==> config.mk <==
export PLATFORM = sky130hd
export DESIGN_NAME = decode_scoreboard
export DESIGN_NICKNAME = d
export VERILOG_FILES = /design/src/rtl/decode_scoreboard.sv
export SDC_FILE = /design/constraint.sdc
export NUM_CORES = 1
export LEC_CHECK = 0
export CAP_MARGIN = 20
export CORE_MARGIN = 5
export CORE_UTILIZATION = 56
export CTS_CLUSTER_SIZE = 20
export DETAILED_ROUTE_END_ITERATION = 8
export DONT_BUFFER_PORTS = 1
export MAX_ROUTING_LAYER = met4
export PLACE_DENSITY_LB_ADDON = 0.25
export SETUP_SLACK_MARGIN = 0.05
export SLEW_MARGIN = 20
export SYNTH_ARGS = -nofsm -noshare
export SYNTH_HDL_FRONTEND = slang
export SYNTH_SLANG_ARGS = --single-unit
==> constraint.sdc <==
create_clock -name clk -period 3.8 [get_ports clk]
set_input_delay 0.38 -clock clk [delete_from_list [all_inputs] [get_ports clk]]
set_output_delay 0.38 -clock clk [all_outputs]
set_load 0.02 [all_outputs]
==> src/rtl/decode_scoreboard.sv <==
// decode_scoreboard: decode-stage issue controller.
// Chooses the candidate instruction from fetch or a one-entry replay buffer.
// Blocks consumers of in-flight loads with a per-register countdown
// scoreboard, and stretches a taken-branch flush over FLUSH_CYCLES cycles.
// Optional hazard/flush statistics are built when SCOREBOARD_STATS_EN is
// defined. Otherwise stall_cnt/flush_cnt are tied to zero.
module decode_scoreboard #(
   parameter int                 NUM_REGS     = 8,
   parameter int                 INSTR_W      = 16,
   parameter logic [INSTR_W-1:0] NOP_INSTR    = 16'h0800,
   parameter int                 LOAD_LAT     = 1,
   parameter int                 FLUSH_CYCLES = 2,
   localparam int                RW           = (NUM_REGS > 1) ? $clog2(NUM_REGS) : 1
) (
   input  logic               clk,
   input  logic               rst,
   input  logic [INSTR_W-1:0] instr_in,
   input  logic               instr_valid,
   input  logic               stall,
   input  logic               flush,
   input  logic [NUM_REGS-1:0] cand_src_mask,
   input  logic               cand_is_load,
   input  logic [RW-1:0]      cand_dst,
   output logic [INSTR_W-1:0] cand_instr,
   output logic [INSTR_W-1:0] instr_out,
   output logic               issue,
   output logic               hazard,
   output logic               flush_out,
   output logic               fetch_hold,
   output logic [15:0]        stall_cnt,
   output logic [15:0]        flush_cnt
);

   // Scoreboard entries count down from LOAD_LAT; the flush counter holds
   // the remaining window length after the flush cycle itself.
   localparam int SBW = (LOAD_LAT > 0) ? $clog2(LOAD_LAT + 1) : 1;
   localparam int FW  = (FLUSH_CYCLES > 1) ? $clog2(FLUSH_CYCLES) : 1;

   logic [SBW-1:0]      sb [NUM_REGS];
   logic [NUM_REGS-1:0] busy;
   logic [INSTR_W-1:0]  replay_instr;
   logic                replay_full;
   logic [FW-1:0]       flush_ctr;
   logic                cand_valid;

   // Candidate select and issue decision (single combinational path through the decoder)
   always_comb begin
      busy = '0;
      for (int r = 0; r < NUM_REGS; r++) begin
         busy[r] = |sb[r];
      end
      cand_instr = replay_full ? replay_instr : instr_in;
      cand_valid = replay_full | instr_valid;
      hazard     = cand_valid & |(cand_src_mask & busy);
      issue      = cand_valid & ~hazard & ~stall & ~flush & (flush_ctr == '0);
      instr_out  = issue ? cand_instr : NOP_INSTR;
      flush_out  = flush | (flush_ctr != '0);
   end

   assign fetch_hold = replay_full;

   // Load-use scoreboard: an issuing load reloads its entry, everything else counts down
   always_ff @(posedge clk) begin
      if (rst) begin
         for (int r = 0; r < NUM_REGS; r++) begin
            sb[r] <= '0;
         end
      end else if (!stall) begin
         for (int r = 0; r < NUM_REGS; r++) begin
            if (issue && cand_is_load && (cand_dst == RW'(r))) begin
               sb[r] <= SBW'(LOAD_LAT);
            end else if (sb[r] != '0) begin
               sb[r] <= sb[r] - SBW'(1);
            end
         end
      end
   end

   // Replay control and flush window; flush is captured even while stalled
   always_ff @(posedge clk) begin
      if (rst) begin
         replay_full <= 1'b0;
         flush_ctr   <= '0;
      end else if (flush) begin
         replay_full <= 1'b0;
         flush_ctr   <= FW'(FLUSH_CYCLES - 1);
      end else if (!stall) begin
         if (flush_ctr != '0) begin
            flush_ctr <= flush_ctr - FW'(1);
         end
         if (hazard && !replay_full) begin
            replay_full <= 1'b1;
         end else if (issue && replay_full) begin
            replay_full <= 1'b0;
         end
      end
   end

   // Replay data register: captures the blocked fetch instruction, no reset needed
   always_ff @(posedge clk) begin
      if (!stall && !flush && hazard && !replay_full) begin
         replay_instr <= instr_in;
      end
   end

`ifdef SCOREBOARD_STATS_EN
   logic [15:0] stall_q;
   logic [15:0] flush_q;

   function automatic logic [15:0] sat_inc(input logic [15:0] v);
      return (v == 16'hFFFF) ? v : v + 16'd1;
   endfunction

   // Saturating statistics: unstalled hazard cycles and flush-assert cycles
   always_ff @(posedge clk) begin
      if (rst) begin
         stall_q <= 16'h0000;
         flush_q <= 16'h0000;
      end else begin
         if (!stall && hazard) begin
            stall_q <= sat_inc(stall_q);
         end
         if (flush) begin
            flush_q <= sat_inc(flush_q);
         end
      end
   end

   assign stall_cnt = stall_q;
   assign flush_cnt = flush_q;
`else
   assign stall_cnt = 16'h0000;
   assign flush_cnt = 16'h0000;
`endif

endmodule

=== After elaboration in Yosys (flattened, before gate mapping) ===
Memory sizes are Yosys's and may differ from the RTL's.
Cells that the tools add are included.

* RAM bits: 8
* Logic and storage cells: 168
* Memories kept: 1
* Input bits: 33
* Bits in read-only memories: 0
* Latch bits: 0
* Flip-flop bits (word level): 18
* Output and inout bits: 68

{| class="wikitable"
|+ Memories
! memory !! words !! bits a word !! rd ports !! clocked after memory_dff !! write ports !! RTL line !! text
|-
| sb || 8 || 1 || 8 || 0 || 8 || 39 || <nowiki>logic [SBW-1:0] sb [NUM_REGS];</nowiki>
|}

* Eq/ne operators: 8
* Bitwise gates (word level): 28
* Reductions and logical operators: 22
* Add/sub/neg operators: 9
* $lt $le $gt $ge: 0
* Multipliers: 0
* Divide/modulo/power cells: 0
* Muxes and demuxes: 97
* Shift operators: 0

{| class="wikitable"
|+ Operators with widths
! cell !! count
|-
| 1-bit two-way mux || 95
|-
| 16-bit two-way mux || 2
|-
| 1-bit OR || 18
|-
| 1-bit logical AND || 14
|-
| 3-bit == test, second input constant || 4
|-
| 1-bit subtractor, second input constant || 9
|-
| 8-bit bitwise AND || 1
|-
| 8-bit OR reduction || 1
|-
| 3-bit by 2-bit == test with 1-bit output, second input constant || 2
|-
| 1-bit bitwise AND || 5
|-
| 1-bit NOT || 4
|-
| 3-bit by 1-bit == test with 1-bit output, second input constant || 1
|-
| 1-bit zero test || 3
|-
| 3-bit zero test || 1
|-
| 2-bit by 1-bit != test with 1-bit output, second input constant || 1
|-
| 2-bit AND reduction || 1
|-
| 2-bit nonzero test || 1
|-
| 2-bit OR reduction || 1
|}

=== Longest topological paths before layout ===
Gate-level depths: netlist (run 1).
An unclocked memory read counts as a cell.

* Word-level depth: 17
* Mapped depth: 6
* Depth with buffers taken out: 5

=== Worst setup path before layout (run 1) ===
No wires, ideal clock.

* Path type: in2reg
* Start: input port cand_src_mask[4]
* End: register replay_instr[0], enable pin
* Slack: 1.246 ns
* Data required time: 3.391 ns
* Stages on the path: 4
* Buffers on the path: 0
* Setup time: 0.409 ns
* Arrival time: 2.145 ns
* Cell sequence: a22oi_1 -> and4_4 -> or3b_1 -> nor3_1

* Cells in the longest elaborated chain, start to end: 5

{| class="wikitable"
|+ RTL lines
! item !! RTL line !! text
|-
| start, declared || 21 || <nowiki>input logic [NUM_REGS-1:0] cand_src_mask,</nowiki>
|-
| 8-bit bitwise AND || 54 || <nowiki>hazard = cand_valid & |(cand_src_mask & busy);</nowiki>
|-
| 8-bit OR reduction || 54 ||
|-
| 1-bit bitwise AND || 54 ||
|-
| 1-bit logical AND (2 in a row) || 101 || <nowiki>if (!stall && !flush && hazard && !replay_full) begin</nowiki>
|-
| end signal, assigned || 102 || <nowiki>replay_instr <= instr_in;</nowiki>
|-
| end, declared || 41 || <nowiki>logic [INSTR_W-1:0] replay_instr;</nowiki>
|}

Every way passes these cells.
A chain may end at the register's enable or synchronous reset.

=== Final worst setup path (run 1) ===
* Start: register flush_ctr
* End: output port instr_out[11]

* Cells in the longest elaborated chain, start to end: 3

{| class="wikitable"
|+ RTL lines
! item !! RTL line !! text
|-
| start, declared || 43 || <nowiki>logic [FW-1:0] flush_ctr;</nowiki>
|-
| start signal, assigned || 86 || <nowiki>flush_ctr <= FW'(FLUSH_CYCLES - 1);</nowiki>
|-
| start signal, assigned || 89 || <nowiki>flush_ctr <= flush_ctr - FW'(1);</nowiki>
|-
| 1-bit NOT || 55 || <nowiki>issue = cand_valid & ~hazard & ~stall & ~flush & (flush_ctr == '0);</nowiki>
|-
| 1-bit bitwise AND || 55 ||
|-
| 16-bit two-way mux || 56 || <nowiki>instr_out = issue ? cand_instr : NOP_INSTR;</nowiki>
|-
| end, declared || 25 || <nowiki>output logic [INSTR_W-1:0] instr_out,</nowiki>
|}

Every way passes these cells.

==> metrics.md, run 1 <==
| Metric | Value |
|---|---|
| Outcome | `finished, final reports clean` |
| GR peak layer | `met2` |
| Initial DRC count | `22` |
| Die area | `between 4000 and 5000 um2` |
| Antenna-violating nets left | `0` |
| Hold Path Class | `in -> reg` |
| WL final | `3450 um` |
| Via count of the first global-routing pass | `~1100` |
| DPL Wire Length | `about 2800 um` |
| Clock power share | `20.9%` |
| Met2 Use GR | `between 20 and 30%` |
| Power Density | `roughly 340 nW/um2` |
| Sequential area share after synthesis | `44.7%` |
| Post-synth cell types | `34` |
| CP startpoint | `flush_ctr` |
| Max_slew headroom | `52.6%` |
| Initial Util | `between 50% and 60%` |
| Critical Path AT | `around 2.1 ns` |
| First-pass GRT wire length | `approximately 5200 um` |
| Syn Std Cell Area | `1700 um2` |
| Reg clk slew, reported paths | `0.13 ns` |
| Startpoint type of the worst setup path | `flop` |
| Remaining global-route overflow | `0` |
| I/O Pins | `~100` |
| Detailed-route wire length per cell | `roughly 19 um` |
| Final setup viols | `0` |
| Post-synth EDFFs | `24` |
| Maximum fanout along the worst path | `20` |
| Pre-CTS WS | `roughly 1.3 ns` |
| Clk sinks | `26` |
| Worst EP required | `between 3 and 4 ns` |
| Setup bufs post-CTS | `0` |
| Clock Skews | `0.00555 ns` |
| GRT Total Usage | `between 10% and 20%` |
| Yosys top cell by area | `edfxtp_1` |
| Most frequent cells after synthesis | `buf_4 (34), edfxtp_1 (24), and3_1 (15)` |
| Worst Tran Pin Value | `roughly 0.71 ns` |
| Synth Instances | `between 150 and 200` |
| Post-cts resize count | `0` |
| Slew Limit Fails | `0` |
| Final period util | `between 60% and 70%` |
| Initial antenna violation count | `0` |
| Cell-internal power | `0.000387 W` |
| YS warnings | `0` |
| Instance area after placement | `between 1500 and 2000 um2` |
| Static Leak | `about 0.64 nW` |
| Worst skew pair latency | `roughly 0.31 ns` |
| Top cell type's share of synthesized area | `between 40% and 50%` |
| Setup TNS | `0 ns` |
| Die Y | `roughly 65 um` |
| Count leader, synth | `buf_4` |
| DR DRC count | `0` |
| Comb power frac | `19.8%` |
| Diode count | `0` |
| Syn-to-layout area delta | `-5.29%` |
| Design Area, Final | `roughly 1600 um2` |
| #FFs+latches synth | `26` |
| TritonCTS clock tree | `built` |
| CTS Root Cell | `clkbuf_4` |
| Grt met1 use | `17.5%` |
| F_max | `405 MHz` |
| Switching Power | `~0.00017 W` |
| Die width | `65.1 um` |
| Rows | `20` |
| Core area | `roughly 3000 um2` |
| Worst setup path class | `reg -> out` |
| Final Hold Viols | `0` |
| M3 GR Usage | `between 3 and 4%` |
| Worst r2r dst | `sb[1][1]` |
| Setup crit end | `instr_out[11]` |
| Post-cts hold buffer count | `0` |
| Mean Syn Cell Area | `approximately 11 um2` |
| Placer congestion estimate | `around 0.8` |
| Fin nets | `between 150 and 200` |
| Final core utilization | `~54%` |
| Drt pass-1 iters | `4` |
| Max Cap Viol | `0` |
| Crit end category | `primary output` |
| Final worst path period need | `~2.5 ns` |
| R2R Path Start | `flush_ctr` |
| Async set-reset flop share out of synthesis | `0%` |
| Routed via count | `~1100` |
| Worst vdd ir | `roughly 0.15 mV` |
| Top FF cell, synth | `edfxtp_1` |
| Setup repair after global routing missed its margin | `false` |
| Sw frac | `a little under a third` |
| Flop-to-flop setup slack | `around 1.6 ns` |
| Layout cells sized above 1 | `12.6%` |
| Clk buf depth | `2` |
| Setup ws final | `approximately 1.3 ns` |
| Via-per-instance ratio | `~5.7` |
| Seq pwr share | `59.3%` |
| Worst Reg-to-Reg Cells | `4` |
| Htree depth | `1` |
| Largest net degree at the start of global routing | `23` |
| Synth top area cells | `edfxtp_1 (42%), buf_4 (15%), mux2_1 (7.3%)` |
| Num CTS Buffers | `3` |
| Port-buffer cells | `0` |
==> state kept, by name (all words and copies together) (netlist names) <==
name	flops
sb	8
flush_ctr	1
replay_instr	16
fetch_hold	1
==> placed cells by master, fill, tap and decap left out <==
cell type,Yosys,layout
a21o_1,2,2
a21oi_1,7,7
a22oi_1,4,4
a31oi_1,2,2
and3_1,15,15
and4_4,1,1
buf_4,34,1
clkbuf_4,0,3
clkinv_1,0,1
conb_1,1,32
dfxtp_1,2,2
edfxtp_1,24,24
inv_2,2,2
mux2_1,11,11
mux2_2,5,5
nand2_1,3,3
nand2_2,1,1
nand2b_1,3,3
nand3_1,1,1
nand4_4,1,1
nor2_1,10,10
nor3_1,5,4
nor3_4,1,2
nor4_4,1,1
o21ai_1,2,2
o21bai_1,2,2
o31ai_1,1,1
o32ai_1,1,1
o41ai_1,3,3
or2_1,1,1
or2_2,1,1
or2_4,1,1
or3b_1,1,1
==> cell families after synthesis <==
group                  Yosys count  share of synthesized area [%]
AOI/OAI and AO/OA               24                           9.40
buffers and inverters           43                           17.6
DFF                             26                           44.7
muxes                           16                           10.6
other                            1                          0.220
and+or+nand+nor                 46                           17.5
==> power by group through the flow <==
stage	clock, W	combinational, W	sequential [W]
2_1_floorplan	0	0.000129	0.000335
3_3_place_gp	0	0.000107	0.000335
3_5_place_dp	0	0.000108	0.000336
4_1_cts	0.000122	0.000109	0.000329
5_1_grt	0.000135	0.000118	0.000330
6_report	0.000116	0.000110	0.000329
==> routing by layer <==
layer,vias to the layer above,routed length [um]
met4,0,18
met3,4,315
met2,49,1920
li1,497,-
met1,507,1200
met5,-,0
==> worst max-delay path: stages (launching register included) <==
cell	delay, ns
dfxtp_1	0.34
or2_4	0.30
nor3_4	0.56
nand2_2	0.23
or2_1	0.36
==> worst min-delay path by stage <==
stage	to	depth (start not counted)	start	slack, ns
6_report	flush_ctr	1	rst	0.12
5_1_grt	flush_ctr	1	rst	0.10
4_1_cts	flush_ctr	1	rst	0.11
3_5_place_dp	flush_ctr	1	rst	0.46
3_3_place_gp	flush_ctr	1	rst	0.45
2_1_floorplan	flush_ctr	2	flush_ctr	0.45
==> area by class of cell <==
type | count | area [um2]
sequential | 26 | 761
timing repair buffer | 1 | 7.51
tap | 33 | 41.3
clock buffer | 3 | 22.5
inverter | 2 | 7.51
multi-input combinational | 118 | 769
clock inverter | 1 | 3.75
fill | 284 | 1370
==> stage by stage <==
stage          total power, W  std cells  hold slack (ns)
2_1_floorplan        0.000464        187            0.453
3_3_place_gp         0.000442        180            0.455
3_5_place_dp         0.000444        180            0.457
4_1_cts              0.000560        184            0.108
5_1_grt              0.000583        184            0.103
6_report             0.000555        184            0.122
No activity file was read; power rests on OpenSTA's default activity.
==> run 2, diff against run 1 <==
clock period = 2.2 ns   (was 3.8 ns; I/O delays follow)
==> run 2 against run 1 <==
Largest cell class unchanged. Core utilization up 10 points. Non-clock buffer count is 33 higher. Sequential share of layout area shrank 7.5 points. Global-route usage increased by 2.1 points. Count of clock-buffer cells in the layout up 1. Sequential power increased by 73%. Clock skew is 0.0043 ns higher. First-iteration DRC count increased by 140%. Combinational power grew 130%. Via count increased by 13%. Final cell count grew 18%.
==> metrics.md, run 2 (synthesis results as in run 1) <==
| Metric | Value |
|---|---|
| Outcome | `finished, final reports clean` |
| Diode count | `0` |
| Critical Path AT | `around 1.8 ns` |
| DPL Wire Length | `approximately 2800 um` |
| Detailed-route wire length per cell | `roughly 18 um` |
| Hold Path Class | `in -> reg` |
| Layout cells sized above 1 | `about a fifth` |
| Cell-internal power | `about 0.00075 W` |
| Commonest non-fill, non-tap cell in the layout | `conb_1` |
| WL final | `4030 um` |
| F_max | `between 400 and 500 MHz` |
| Design Area, Final | `approximately 1900 um2` |
| Clock Skews | `0.00987 ns` |
| Flop-to-flop setup slack | `between 0.2 and 0.3 ns` |
| Power Density | `approximately 550 nW/um2` |
| Fin nets | `about 220` |
| Routed via count | `about 1200` |
| Final setup viols | `0` |
| Worst setup path class | `reg -> out` |
| Biggest regs | `replay_instr (16), sb (8)` |
| Initial DRC count | `52` |
| Post-Layout Cell Count | `roughly 220` |
| Hold Path Depth | `2` |
| Setup TNS | `0 ns` |
| Clk sinks | `26` |
| Port-buffer cells | `0` |
| Fillers | `between 200 and 250` |
| Sw frac | `between 20% and 30%` |
| CP max-delay cell | `dfxtp_1` |
| Final period util | `between 90 and 100%` |
| Top reg by flops | `replay_instr` |
| R2R Path Start | `sb[1][2]` |
| Maximum fanout along the worst path | `15` |
| Syn-to-layout area delta | `12.7%` |
| Initial antenna violation count | `0` |
| Reg clk slew, reported paths | `~0.15 ns` |
| Setup repair after global routing missed its margin | `false` |
| Die area | `4240 um2` |
| Via-per-instance ratio | `5.46` |
| Worst skew pair latency | `0.32 ns` |
| Seq pwr share | `between 50% and 60%` |
| Pwr Total | `0.00106 W` |
| Clk buf depth | `2` |
| Die width | `between 60 and 70 um` |
| Final worst path period need | `between 2 and 2.5 ns` |
| Hold path endpoint | `flush_ctr` |
| Slowest stage delay, CP | `roughly 0.34 ns` |
| Via count of the first global-routing pass | `roughly 1200` |
| Crit end category | `primary output` |
| CP bufs+invs | `1` |
| Largest net degree at the start of global routing | `23` |
| Max Cap Viol | `0` |
| DR DRC count | `0` |
| Switching Power | `0.000316 W` |
| Instance area after placement | `between 1500 and 2000 um2` |
| CTS Root Cell | `clkbuf_4` |
| Hold Path Origin | `flush` |
| Setup ws final | `between 0.15 and 0.2 ns` |
| Pre-CTS WS | `roughly 0.32 ns` |
| Remaining global-route overflow | `0` |
| Worst vdd ir | `roughly 0.33 mV` |
| GRT Total Usage | `18.0%` |
| Static Leak | `between 0.8 and 0.9 nW` |
| Die Y | `65.1 um` |
| Slew Limit Fails | `0` |
| I/O Pins | `~100` |
| Critical path's top delay family | `simple AND/OR/NAND/NOR gates` |
| First-pass GRT wire length | `5800 um` |
| Most frequent cells in the layout | `conb_1 (32), edfxtp_1 (24), dlygate4sd3_1 (18), buf_4 (16), and3_1 (15)` |
| Htree depth | `1` |
| Worst Reg-to-Reg Cells | `5` |
| Drt pass-1 iters | `4` |
| Worst-path cell chain | `or2_4 > nor3_4 > buf_4 > and3_1` |
| Placer congestion estimate | `~0.90` |
| Comb power frac | `23.4%` |
| Core area | `~3000 um2` |
| Worst EP required | `approximately 2.0 ns` |
| Final Hold Viols | `0` |
| TritonCTS clock tree | `built` |
| Placed cells | `a little under 200` |
| Clock power share | `23.3%` |
| Worst r2r dst | `replay_instr[5]` |
| Startpoint type of the worst setup path | `flop` |
| Antenna-violating nets left | `0` |
| Rows | `20` |
| Initial Util | `~57%` |
| Num CTS Buffers | `3` |
| Max reg flops | `16` |
## run 2: cell types whose count changed in the layout (fill, tap and decap cells not counted)
cell	delta
dlygate4sd3_1	+18
buf_4	+15
and4_2	+1
clkbuf_8	+1
clkinv_1	-1
nor3_2	+1
nor3_4	-1
## run 2: power by group through the flow
stage | Combinational, W | Clock, W | Sequential, W
4_1_cts | 0.000238 | 0.000249 | 0.000568
6_report | 0.000249 | 0.000248 | 0.000568
2_1_floorplan | 0.000223 | 0 | 0.000578
3_5_place_dp | 0.000210 | 0 | 0.000579
3_3_place_gp | 0.000207 | 0 | 0.000578
5_1_grt | 0.000266 | 0.000264 | 0.000570
## run 2: metal layers
metal | global-route usage, % | wire length, um | up-vias | part of all wire (%)
li1 | - | - | 568 | -
met5 | - | 0 | - | 0
met4 | 3.89 | 10 | 0 | 0.25
met1 | 20.5 | 1590 | 571 | 40
met2 | 32.2 | 2080 | 50 | 52
met3 | 4.62 | 342 | 2 | 8.5
## run 2: layout make-up
class	count	area [um2]	area share (%)
clock buffer	4	36.3	1.89
timing repair buffer	34	300	15.6
sequential	26	761	39.6
multi-input combinational	119	773	40.3
tap	33	41.3	2.15
inverter	2	7.51	0.391
## run 2: stage by stage
| step | utilization (%) | hold WS [ns] |
|---|---|---|
| 3_5_place_dp | 56.3 | 0.298 |
| 4_1_cts | 63.6 | 0.000783 |
| 5_1_grt | 64.5 | 0.0203 |
| 6_report | 64.5 | 0.00246 |
| 2_1_floorplan | - | 0.319 |
| 3_3_place_gp | 56.3 | 0.294 |
## run 2: worst max-delay path by stage
stage | startpoint | to | slack (ns) | depth (start not counted)
after detailed placement | sb[1][2] | sb[0][1] | 0.32 | 4
after CTS | sb[1][2] | instr_out[11] | 0.11 | 4
final | flush_ctr | instr_out[5] | 0.16 | 4
after global placement | sb[1][2] | sb[1][1] | 0.37 | 4
after floorplan | sb[1][0] | replay_instr[0] | 0.17 | 4
after global routing | flush_ctr | instr_out[4] | 0.08 | 4
## run 2: timing repair
item                                    4_1_cts  5_1_grt
hold buffers                                 18        0
endpoints found under the setup margin        0        1
buffers inserted                              0        2
gates resized for setup                       0        0
endpoints found under the hold margin        18        0
==> run 3, diff against run 2 <==
CTS_BUF_LIST = sky130_fd_sc_hd__clkbuf_8   (was default)
==> run 3 against run 2 <==
Clock skew is 0.0049 ns lower. Final cell count is 9.6% lower. Combinational power is 15% lower. Total power is 2.0% higher. Sequential power hardly changed. Critical path depth stayed put. Worst setup slack better by 0.036 ns. Via count is 7.9% lower. Global-route usage is 1.7 points lower. Cell area is 9.7% lower. Maximum frequency is 1.8% higher. Core utilization is 6.3 points lower.
==> metrics.md, run 3 (synthesis results as in run 1) <==
| Metric | Value |
|---|---|
| Max Cap Viol | `0` |
| Post-cts resize count | `0` |
| Via-per-instance ratio | `~5.6` |
| First-pass GRT wire length | `~5300 um` |
| Worst EP required | `1.98 ns` |
| Max reg flops | `16` |
| Crit end category | `primary output` |
| Syn-to-layout area delta | `1.76%` |
| Initial DRC count | `40` |
| Largest net degree at the start of global routing | `23` |
| Comb power frac | `19.5%` |
| Sw frac | `~28%` |
| Setup repair after global routing missed its margin | `false` |
| Final period util | `about nine tenths` |
| Maximum fanout along the worst path | `22` |
| Hold Path Class | `in -> reg` |
| GRT Total Usage | `between 10% and 20%` |
| Seq pwr share | `a little over half` |
| Layout cells sized above 1 | `20.1%` |
| Fin Hold WS | `approximately 0.012 ns` |
| DR DRC count | `0` |
| Rows | `20` |
| Grt met1 use | `about a fifth` |
| Remaining global-route overflow | `0` |
| Switching Power | `around 0.00031 W` |
| CTS Root Cell | `clkbuf_8` |
| Worst vdd ir | `approximately 0.28 mV` |
| Biggest regs | `replay_instr (16), sb (8)` |
| Reg clk slew, reported paths | `approximately 0.090 ns` |
| I/O Pins | `approximately 100` |
| Worst setup path class | `reg -> out` |
| Fin nets | `198` |
| Core area | `about 3000 um2` |
| Met2 Use GR | `~29%` |
| Diode count | `0` |
| Via count of the first global-routing pass | `approximately 1100` |
| Initial antenna violation count | `0` |
| F_max | `roughly 500 MHz` |
| Detailed-route wire length per cell | `approximately 18 um` |
| Placer congestion estimate | `approximately 0.90` |
| M3 GR Usage | `under 10%` |
| Final core utilization | `between 50 and 60%` |
| Cell-internal power | `0.000780 W` |
| Final Hold Viols | `0` |
| Top reg by flops | `replay_instr` |
| Clk buf depth | `2` |
| Worst skew pair latency | `between 0.2 and 0.3 ns` |
| Worst-path cell chain | `a22oi_1 > and4_4 > nand2_2 > or2_1` |
| Most frequent cells in the layout | `conb_1 (32), edfxtp_1 (24), and3_1 (15), buf_4 (14), mux2_1 (11)` |
| Clock power share | `28.2%` |
| Clk sinks | `26` |
| Startpoint type of the worst setup path | `flop` |
| Routed via count | `1097` |
| Die Y | `65.1 um` |
| Design Area, Final | `1730 um2` |
| Initial Util | `between 50% and 60%` |
| Setup TNS | `0 ns` |
| Pwr Total | `around 0.0011 W` |
| Setup bufs post-CTS | `0` |
| Antenna-violating nets left | `0` |
| GR peak layer | `met2` |
| Die area | `~4200 um2` |
| Power Density | `about 630 nW/um2` |
| Outcome | `finished, final reports clean` |
| Die width | `around 65 um` |
| Final setup viols | `0` |
| Instance area after placement | `about 1700 um2` |
| Drt pass-1 iters | `4` |
| Static Leak | `just over 0.7 nW` |
| Port-buffer cells | `0` |
| Critical Path AT | `1.78 ns` |
| CP max-delay cell | `and4_4` |
| WL final | `approximately 3600 um` |
| Num CTS Buffers | `3` |
| Slew Limit Fails | `0` |
| TritonCTS clock tree | `built` |
| Final worst path period need | `2.00 ns` |
| Htree depth | `1` |
| Post-cts hold buffer count | `0` |
| Slowest stage delay, CP | `0.41 ns` |
| Clock Skews | `0.00500 ns` |
| Commonest non-fill, non-tap cell in the layout | `conb_1` |
| DPL Wire Length | `around 2800 um` |
## run 3: metal layers
metal / part of all wire, % / vias to the layer above / routed length, um
met3: 10 / 2 / 367
li1: - / 522 / -
met5: 0 / - / 0
met2: 52 / 52 / 1910
met4: 0.27 / 0 / 10
met1: 37 / 521 / 1350
## run 3: layout make-up
| type | instances | area [um2] |
|---|---|---|
| clock buffers | 4 | 55.1 |
| multi-input cells | 118 | 763 |
| well taps | 33 | 41.3 |
| repair buffers | 14 | 105 |
| fillers | 243 | 1240 |
| flip-flops and latches | 26 | 761 |
| inverters | 2 | 7.51 |
## run 3: metrics by stage
stage               setup WS (ns)  instances
detailed placement          0.321        193
finish                      0.197        197
floorplan                   0.168        187
global placement            0.367        193
global route               0.0790        197
CTS                         0.183        197
## run 3: worst max-delay path: cells and delay by family, from the launching register on
kind               cells  cell delay [ns]
DFF                    1             0.39
and+or+nand+nor        3             0.91
AOI/OAI and AO/OA      1             0.22
## run 3: final timing paths
check / start / depth (start not counted) / slack, ns / to
max: sb[1][2] / 4 / 0.20 / instr_out[11]
min: rst / 1 / 0.01 / flush_ctr
max reg2reg: sb[1][2] / 4 / 0.31 / sb[1][0]
min reg2reg: flush_ctr / 2 / 0.49 / flush_ctr
## run 3: power by group through the flow
stage	Sequential [W]	Combinational [W]	Clock (W)
after detailed placement	0.000579	0.000210	0
final	0.000568	0.000212	0.000306
after floorplan	0.000578	0.000223	0
after CTS	0.000568	0.000210	0.000308
after global placement	0.000578	0.000207	0
after global routing	0.000570	0.000227	0.000328
